$ cat config.mk
export PLATFORM = sky130hd
export DESIGN_NAME = mmio_interconnect
export DESIGN_NICKNAME = d
export VERILOG_FILES = /design/src/rtl/mmio_interconnect.sv
export SDC_FILE = /design/constraint.sdc
export NUM_CORES = 1
export LEC_CHECK = 0
export ABC_AREA = 0
export ABC_CLOCK_PERIOD_IN_PS = 1960
export CAP_MARGIN = 10
export CORE_AREA = 2 2 120 122
export DETAILED_ROUTE_END_ITERATION = 16
export DIE_AREA = 0 0 122 124
export HOLD_SLACK_MARGIN = 0.08
export PLACE_DENSITY = 0.83
export SLEW_MARGIN = 10
export SYNTH_ARGS = -nofsm -noshare
export SYNTH_HDL_FRONTEND = slang
export SYNTH_SLANG_ARGS = --single-unit
$ cat constraint.sdc
create_clock -name clk -period 1.96 [get_ports clk]
set_input_delay 0.294 -clock clk [delete_from_list [all_inputs] [get_ports clk]]
set_output_delay 0.294 -clock clk [all_outputs]
set_load 0.1 [all_outputs]
$ cat src/rtl/mmio_interconnect.sv
// Memory-mapped interconnect between the core data port and NSLV slaves.
// Base/mask address decode, per-slave wait states via req_ready, sticky unmapped-access log.
module mmio_interconnect #(
    parameter int unsigned          NSLV = 3,
    parameter logic [NSLV*32-1:0]   BASE = {32'h0000_2000, 32'h0000_1000, 32'h0000_0000},
    parameter logic [NSLV*32-1:0]   MASK = {32'hFFFF_F000, 32'hFFFF_FFF0, 32'hFFFF_F000},
    parameter logic [NSLV*4-1:0]    WAIT = {4'd2, 4'd0, 4'd0}
) (
    input  logic                 clk,
    input  logic                 reset,
    input  logic                 req_valid,
    input  logic                 req_we,
    input  logic [31:0]          req_addr,
    input  logic [31:0]          req_wdata,
    input  logic [2:0]           req_funct3,
    output logic                 req_ready,
    output logic [31:0]          rsp_rdata,
    output logic [NSLV-1:0]      slv_sel,
    output logic                 slv_we,
    output logic [31:0]          slv_addr,
    output logic [31:0]          slv_wdata,
    output logic [2:0]           slv_funct3,
    input  logic [NSLV*32-1:0]   slv_rdata,
    input  logic                 err_clr,
    output logic                 err_valid,
    output logic [31:0]          err_addr,
    output logic [7:0]           err_count
);

    localparam int unsigned IdxW = (NSLV > 1) ? $clog2(NSLV) : 1;

    typedef enum logic [0:0] {StIdle, StWait} state_e;

    state_e            state_q, state_d;
    logic [3:0]        cnt_q, cnt_d;
    logic [IdxW-1:0]   idx_q, idx_d;

    logic              hit_any;
    logic [IdxW-1:0]   hit_idx;
    logic [NSLV-1:0]   hit_onehot;
    logic [3:0]        hit_wait;
    logic [31:0]       hit_rdata;
    logic [NSLV-1:0]   lat_onehot;
    logic [31:0]       lat_rdata;
    logic              unmapped;

    assign slv_addr   = req_addr;
    assign slv_wdata  = req_wdata;
    assign slv_funct3 = req_funct3;

    // Scan from the top index down so the lowest-index hit overrides the rest.
    always_comb begin
        hit_any    = 1'b0;
        hit_idx    = '0;
        hit_onehot = '0;
        hit_wait   = '0;
        hit_rdata  = '0;
        for (int i = NSLV - 1; i >= 0; i--) begin
            if ((req_addr & MASK[32*i +: 32]) == BASE[32*i +: 32]) begin
                hit_any       = 1'b1;
                hit_idx       = IdxW'(i);
                hit_onehot    = '0;
                hit_onehot[i] = 1'b1;
                hit_wait      = WAIT[4*i +: 4];
                hit_rdata     = slv_rdata[32*i +: 32];
            end
        end
    end

    always_comb begin
        lat_onehot = '0;
        lat_rdata  = '0;
        for (int i = 0; i < NSLV; i++) begin
            if (int'(idx_q) == i) begin
                lat_onehot[i] = 1'b1;
                lat_rdata     = slv_rdata[32*i +: 32];
            end
        end
    end

    always_comb begin
        state_d   = state_q;
        cnt_d     = cnt_q;
        idx_d     = idx_q;
        req_ready = 1'b1;
        rsp_rdata = '0;
        slv_sel   = '0;
        slv_we    = 1'b0;
        if (!reset) begin
            unique case (state_q)
                StIdle: begin
                    if (req_valid && hit_any) begin
                        slv_sel = hit_onehot;
                        if (hit_wait == 4'd0) begin
                            slv_we    = req_we;
                            rsp_rdata = hit_rdata;
                        end else begin
                            req_ready = 1'b0;
                            cnt_d     = hit_wait - 4'd1;
                            idx_d     = hit_idx;
                            state_d   = StWait;
                        end
                    end
                end
                StWait: begin
                    slv_sel = lat_onehot;
                    if (cnt_q != 4'd0) begin
                        req_ready = 1'b0;
                        cnt_d     = cnt_q - 4'd1;
                    end else begin
                        // Strobe only on the completing cycle so a store lands once.
                        slv_we    = req_we;
                        rsp_rdata = lat_rdata;
                        state_d   = StIdle;
                    end
                end
                default: state_d = StIdle;
            endcase
        end
    end

    assign unmapped = !reset && (state_q == StIdle) && req_valid && !hit_any;

    always_ff @(posedge clk) begin
        if (reset) begin
            state_q <= StIdle;
            cnt_q   <= '0;
            idx_q   <= '0;
        end else begin
            state_q <= state_d;
            cnt_q   <= cnt_d;
            idx_q   <= idx_d;
        end
    end

    // A new error in the same cycle as err_clr wins and restarts the count at 1.
    always_ff @(posedge clk) begin
        if (reset) begin
            err_valid <= 1'b0;
            err_addr  <= '0;
            err_count <= '0;
        end else if (unmapped) begin
            err_valid <= 1'b1;
            err_addr  <= req_addr;
            if (err_clr) begin
                err_count <= 8'd1;
            end else if (err_count != 8'hFF) begin
                err_count <= err_count + 8'd1;
            end
        end else if (err_clr) begin
            err_valid <= 1'b0;
            err_addr  <= '0;
            err_count <= '0;
        end
    end

endmodule

Word-level counts from Yosys, hierarchy flattened
Index checks and enable logic that the tools add are counted.
{ "word_totals": {"reg_bits": 48, "latch_bits": 0, "mem_bits_rw": 0, "romBits": 0, "inputBits": 168, "out_inout_bits": 145, "mem_count": 0} }
{ "classes": {"add_sub_neg": 3, "multipliers": 0, "div_mod_pow": 0, "magnitude_cmp": 0, "n_eq_ne": 8, "shift": 0, "n_mux": 55, "n_bitwise": 2, "reduce_logical": 15} }
{ "ops": {"columns": ["cell", "n"], "rows": [
  ["two-way mux 32 bit", 12],
  ["case mux 32 bit (2 select lines)", 1],
  ["zero test 32 bit", 1],
  ["two-way mux 8 bit", 4],
  ["== test 28 x 9 -> 1 bit, second input constant", 1],
  ["== test 20 x 2 -> 1 bit, second input constant", 1],
  ["two-way mux 4 bit", 5],
  ["two-way mux 1 bit", 19],
  ["two-way mux 3 bit", 5],
  ["adder 8 x 1 -> 8 bit, second input constant", 1],
  ["two-way mux 2 bit", 4],
  ["!= test 8 bit, second input constant", 1],
  ["case mux 4 bit (2 select lines)", 1],
  ["subtractor 4 x 1 -> 4 bit, second input constant", 2],
  ["case mux 1 bit (2 select lines)", 3],
  ["case mux 3 bit (2 select lines)", 1],
  ["AND reduction 3 bit", 2],
  ["== test 2 bit, second input constant", 2],
  ["logical AND 1 bit", 4],
  ["zero test 4 bit", 1],
  ["!= test 2 bit, second input constant", 2],
  ["nonzero test 2 bit", 2],
  ["nonzero test 4 bit", 1],
  ["zero test 1 bit", 2],
  ["4 further kinds", 5]
]} }

Longest topological paths before layout
{ "logic_depth": {"depth_word": 9, "ltp_mapped": 8, "mapped_depth_nobuf": 7} }

Least setup slack after synthesis
No wires, ideal clock.
{ "synth_timing": {"path_type": "input to output", "startpoint": "input req_addr[6]", "endpoint": "output rsp_rdata[12]", "t_arrival_ps": 3781, "required_ps": 1666, "path_slack_ps": -2115, "path_stages": 6, "n_path_buf": 1, "path_cell_list": "nor4_1 -> nand4_1 -> a211oi_4 -> nand2_4 -> buf_6 -> o31ai_1"} }
{ "synth_via": {"elab_chain_len": 8, "word_cells_on_any_way": 13, "classes_between": "eq/ne: 1; mux: 10; reduce/logical: 2"} }
{ "synth_rtl": {"columns": ["item", "line_no", "text"], "rows": [
  ["start: declaration", "13", "input logic [31:0] req_addr,"],
  ["== test 28 x 9 -> 1 bit *", "59", "if ((req_addr & MASK[32*i +: 32]) == BASE[32*i +: 32]) begin"],
  ["two-way mux 4 bit (2 in a row)", "59", null],
  ["zero test 4 bit", "94", "if (hit_wait == 4'd0) begin"],
  ["two-way mux 32 bit", "94", null],
  ["two-way mux 32 bit *", "92", "if (req_valid && hit_any) begin"],
  ["case mux 32 bit (2 select lines) *", "90", "unique case (state_q)"],
  ["two-way mux 32 bit *", "89", "if (!reset) begin"],
  ["end: declaration", "17", "output logic [31:0] rsp_rdata,"]
]} }
Mark *: on every way between the ends. The rest lies on a longest branch, timed or not.

Worst setup path in the final report
{ "layout_timing": {"startpoint": "input req_addr[23]", "endpoint": "output rsp_rdata[26]"} }
{ "layout_via": {"elab_chain_len": 9, "word_cells_on_any_way": 18, "classes_between": "eq/ne: 2; mux: 13; reduce/logical: 3"} }
{ "layout_rtl": {"columns": ["item", "line_no"], "rows": [
  ["== test 20 x 2 -> 1 bit", "59"],
  ["two-way mux 2 bit", "59"],
  ["two-way mux 4 bit (2 in a row)", "59"],
  ["zero test 4 bit", "94"],
  ["two-way mux 32 bit", "94"],
  ["two-way mux 32 bit *", "92"],
  ["case mux 32 bit (2 select lines) *", "90"],
  ["two-way mux 32 bit *", "89"]
]} }
Marks and branches as above.

==> flow_summary.yaml <==
finish:
  nets: 1043
  area_delta_synth_final_pct: 111.1
  layout_commonest_cell: "buf_4"
  fin_area_sq_um: 9432
  final_cell_mix: "buf_4, clkdlybuf4s50_1, buf_12"
  multiInputGateArea_sq_um: 3720
  seqCellArea_sq_um: 977.2
  fillCellCount: 942
  diodes: 0
  drive_gt1_frac: 0.4634
grt:
  antenna_found_initial: 0
  grt_pass1_vias: 5731
  grt_overflow: 0
  track_usage: 0.2466
  grt_pass1_wl_um: 29540
  grt_max_degree: 34
sta:
  clock_skew_ns: 0.002707
  fin_hold_ws_ns: 0.2578
  fmax_ghz: 0.3911
  layout_setup_ws_ns: -0.5972
  drv_slew: 0
  setup_viol: 58
  min_period_over_period: 1.305
  slew_headroom: 0.7543
  fin_crit_ns: 2.557
  hold_viol: 0
  rsz0062_at_grt: "yes"
  worst_slew_pin_slew_ns: 0.3659
detailed_routing:
  drt_wl_total_um: 21010
  drc_errors: 0
  first_iter_violations: 345
  vias_per_cell: 5.558
  routedWlPerCell_um: 19.93
  first_pass_iters: 6
  drt.antenna.violating_nets: 0
  vias: 5858
floorplan:
  ioPinCount: 313
  fp.dieH_um: 124
  die_w_um: 122
  core_area_sq_um: 13720
  rows: 43
  initial_core_util: 0.3256
  dieArea_sq_um: 15130
logic_synthesis:
  yosys.area.top_type: "dfxtp_1"
  synth_ff_type: "dfxtp_1"
  yosys_register_bits: 48
  synth_cells: 619
  ys_seq_area_frac: 0.2151
  synth_edf_count: 0
  async_flop_share: 0
  ys_warn_count: 0
  syn_area_per_cell_sq_um: 7.216
  ys_types: 54
  synth.area.top_cells: "dfxtp_1, buf_4, mux2i_1"
  syn-cell-area_sq_um: 4467
  synth_top_area_frac: 0.2151
  synth_nets: 789
place:
  portBuffers: 242
  pre_cts_ws_ns: -1.014
  dpl_cell_area_sq_um: 8418
  detailed_place_hpwl_um: 14240
  place_congestion: 0.8179
pwr:
  ir_drop_v: 0.0004513
  p_comb_frac: 0.434
  net-switching-power_mw: 1.314
  internal_power_mw: 2.104
  swShare: 0.3845
  seqPwrFrac: 0.303
  p_clk_frac: 0.263
  power.leakage_nw: 3.462
  powerDensity_nw_per_um2: 362.4
clock_tree:
  cts_inserted_buffers: 5
  clock_latency_ns: 0.29
  postCtsHoldBufs: 0
  clk_pin_slew_worst_paths_ns: 0.07
  root_buffer: "clkbuf_16"
  cts_max_path_buffers: 2
  cts_tree: "done"
  clock-sinks: 48
  cts_htree_levels: 2
flow_run:
  cap_viol_max_count: 0
status:
  violations: "setup timing"
  outcome: "finished with violations"
worst_setup_path:
  cp-end-kind: "primary output"
  crit_fanout: 8
  path_buf_inv: 4
  crit_required_ns: 1.67
  path_cells: "buf_8, or4_4, nor4_4, nand4_1, buf_6, bufbuf_16, nor2_4, o32ai_4, buf_12"
  cp.arrival_ns: 2.26
  crit_slowest_cell: "or4_4"
  start_kind: "primary input"
  crit_family: "simple AND/OR/NAND/NOR gates"
  max_stage_delay_ns: 0.55
  crit_type: "in -> out"
worst_hold_path:
  hp-class: "in -> reg"
-- layout make-up --
type | count | area share
Tap cell | 180 | 0.02388
Clock buffer | 6 | 0.01473
Clock inverter | 2 | 0.001459
Multi-Input combinational cell | 450 | 0.3944
Timing Repair Buffer | 364 | 0.4603
Inverter | 4 | 0.001592
Sequential cell | 48 | 0.1036
-- registers in the layout, indices dropped and copies added, names as in the netlist --
register and cells:
err_valid 1, state_q 1, idx_q 2, cnt_q 4, err_count 8, err_addr 32
-- power by group through the flow --
stage	clock [mW]	sequential, mW	combinational, mW
2_1_floorplan	0	1.34	0.828
3_3_place_gp	0	1.06	1.39
3_5_place_dp	0	1.06	1.41
4_1_cts	0.910	1.04	1.42
5_1_grt	0.956	1.04	1.53
6_report	0.899	1.04	1.48
-- Yosys cell counts (4+ instances only) --
master	n
o31ai_2	10
buf_4	70
inv_1	4
buf_2	11
nand3_1	37
o32ai_1	7
dfxtp_1	48
o31ai_1	14
a22oi_1	32
mux2i_1	32
clkbuf_1	32
o211ai_1	6
or4_1	6
nor2_1	48
a21oi_1	27
o21ai_1	22
nand2_1	83
nand2b_1	37
o22ai_1	5
o21ai_0	32
nand4_1	5
-- worst paths after layout --
kind                                                from                        end  slack [ns]  cells past startpoint
worst max-delay path                        req_addr[23]              rsp_rdata[26]       -0.60                      9
worst min-delay path                        req_addr[23]  err_addr[23]$_SDFFE_PP0P_        0.26                      3
worst max register to register        state_q$_SDFF_PP0_  err_count[7]$_SDFFE_PP0P_        0.03                     10
worst min register to register  err_addr[6]$_SDFFE_PP0P_   err_addr[6]$_SDFFE_PP0P_        0.45                      2
-- cells by family after synthesis --
family                     after synthesis  share of synthesized area
and+or+nand+nor                        250                     0.2902
muxes                                   32                    0.07171
AOI/OAI and AO/OA                      166                     0.2504
adders and majority gates                2                   0.005601
DFF                                     48                     0.2151
buffers and inverters                  121                     0.1669
-- repair_timing --
| action | CTS | global route |
|---|---|---|
| setup buffers | 15 | 11 |
| resized for setup | 111 | 121 |
| gates cloned | 5 | 6 |
| pin swaps | 34 | 62 |
| setup endpoints to repair | 83 | 55 |
-- worst reg2reg max path, cell delays in order (launching register included) --
cell	delay (ns)
dfxtp_2	0.32
buf_6	0.11
nor2b_4	0.10
nor2b_1	0.13
buf_4	0.15
buf_12	0.11
buf_12	0.08
o211ai_1	0.10
buf_4	0.17
or4_4	0.48
a21oi_2	0.12
-- metrics by stage --
step | cells | util | setup TNS, ns | power (mW)
2_1_floorplan | 619 | - | -21.91 | 2.166
3_3_place_gp | 1013 | 0.6136 | -56.19 | 2.450
3_5_place_dp | 1013 | 0.6136 | -59.86 | 2.466
4_1_cts | 1041 | 0.6501 | -18.90 | 3.366
5_1_grt | 1054 | 0.6875 | -25.20 | 3.530
6_report | 1054 | 0.6875 | -21.40 | 3.418
-- layer usage --
layer  up-vias  global-route usage  part of all wire
met2       300              0.4578              0.52
met3        49             0.06731             0.081
met4         0             0.08405             0.029
met5         -                   0                 0
li1       2660                   -                 -
met1      2849              0.2700              0.37
Note: power is estimated with default switching activity, not from simulation.
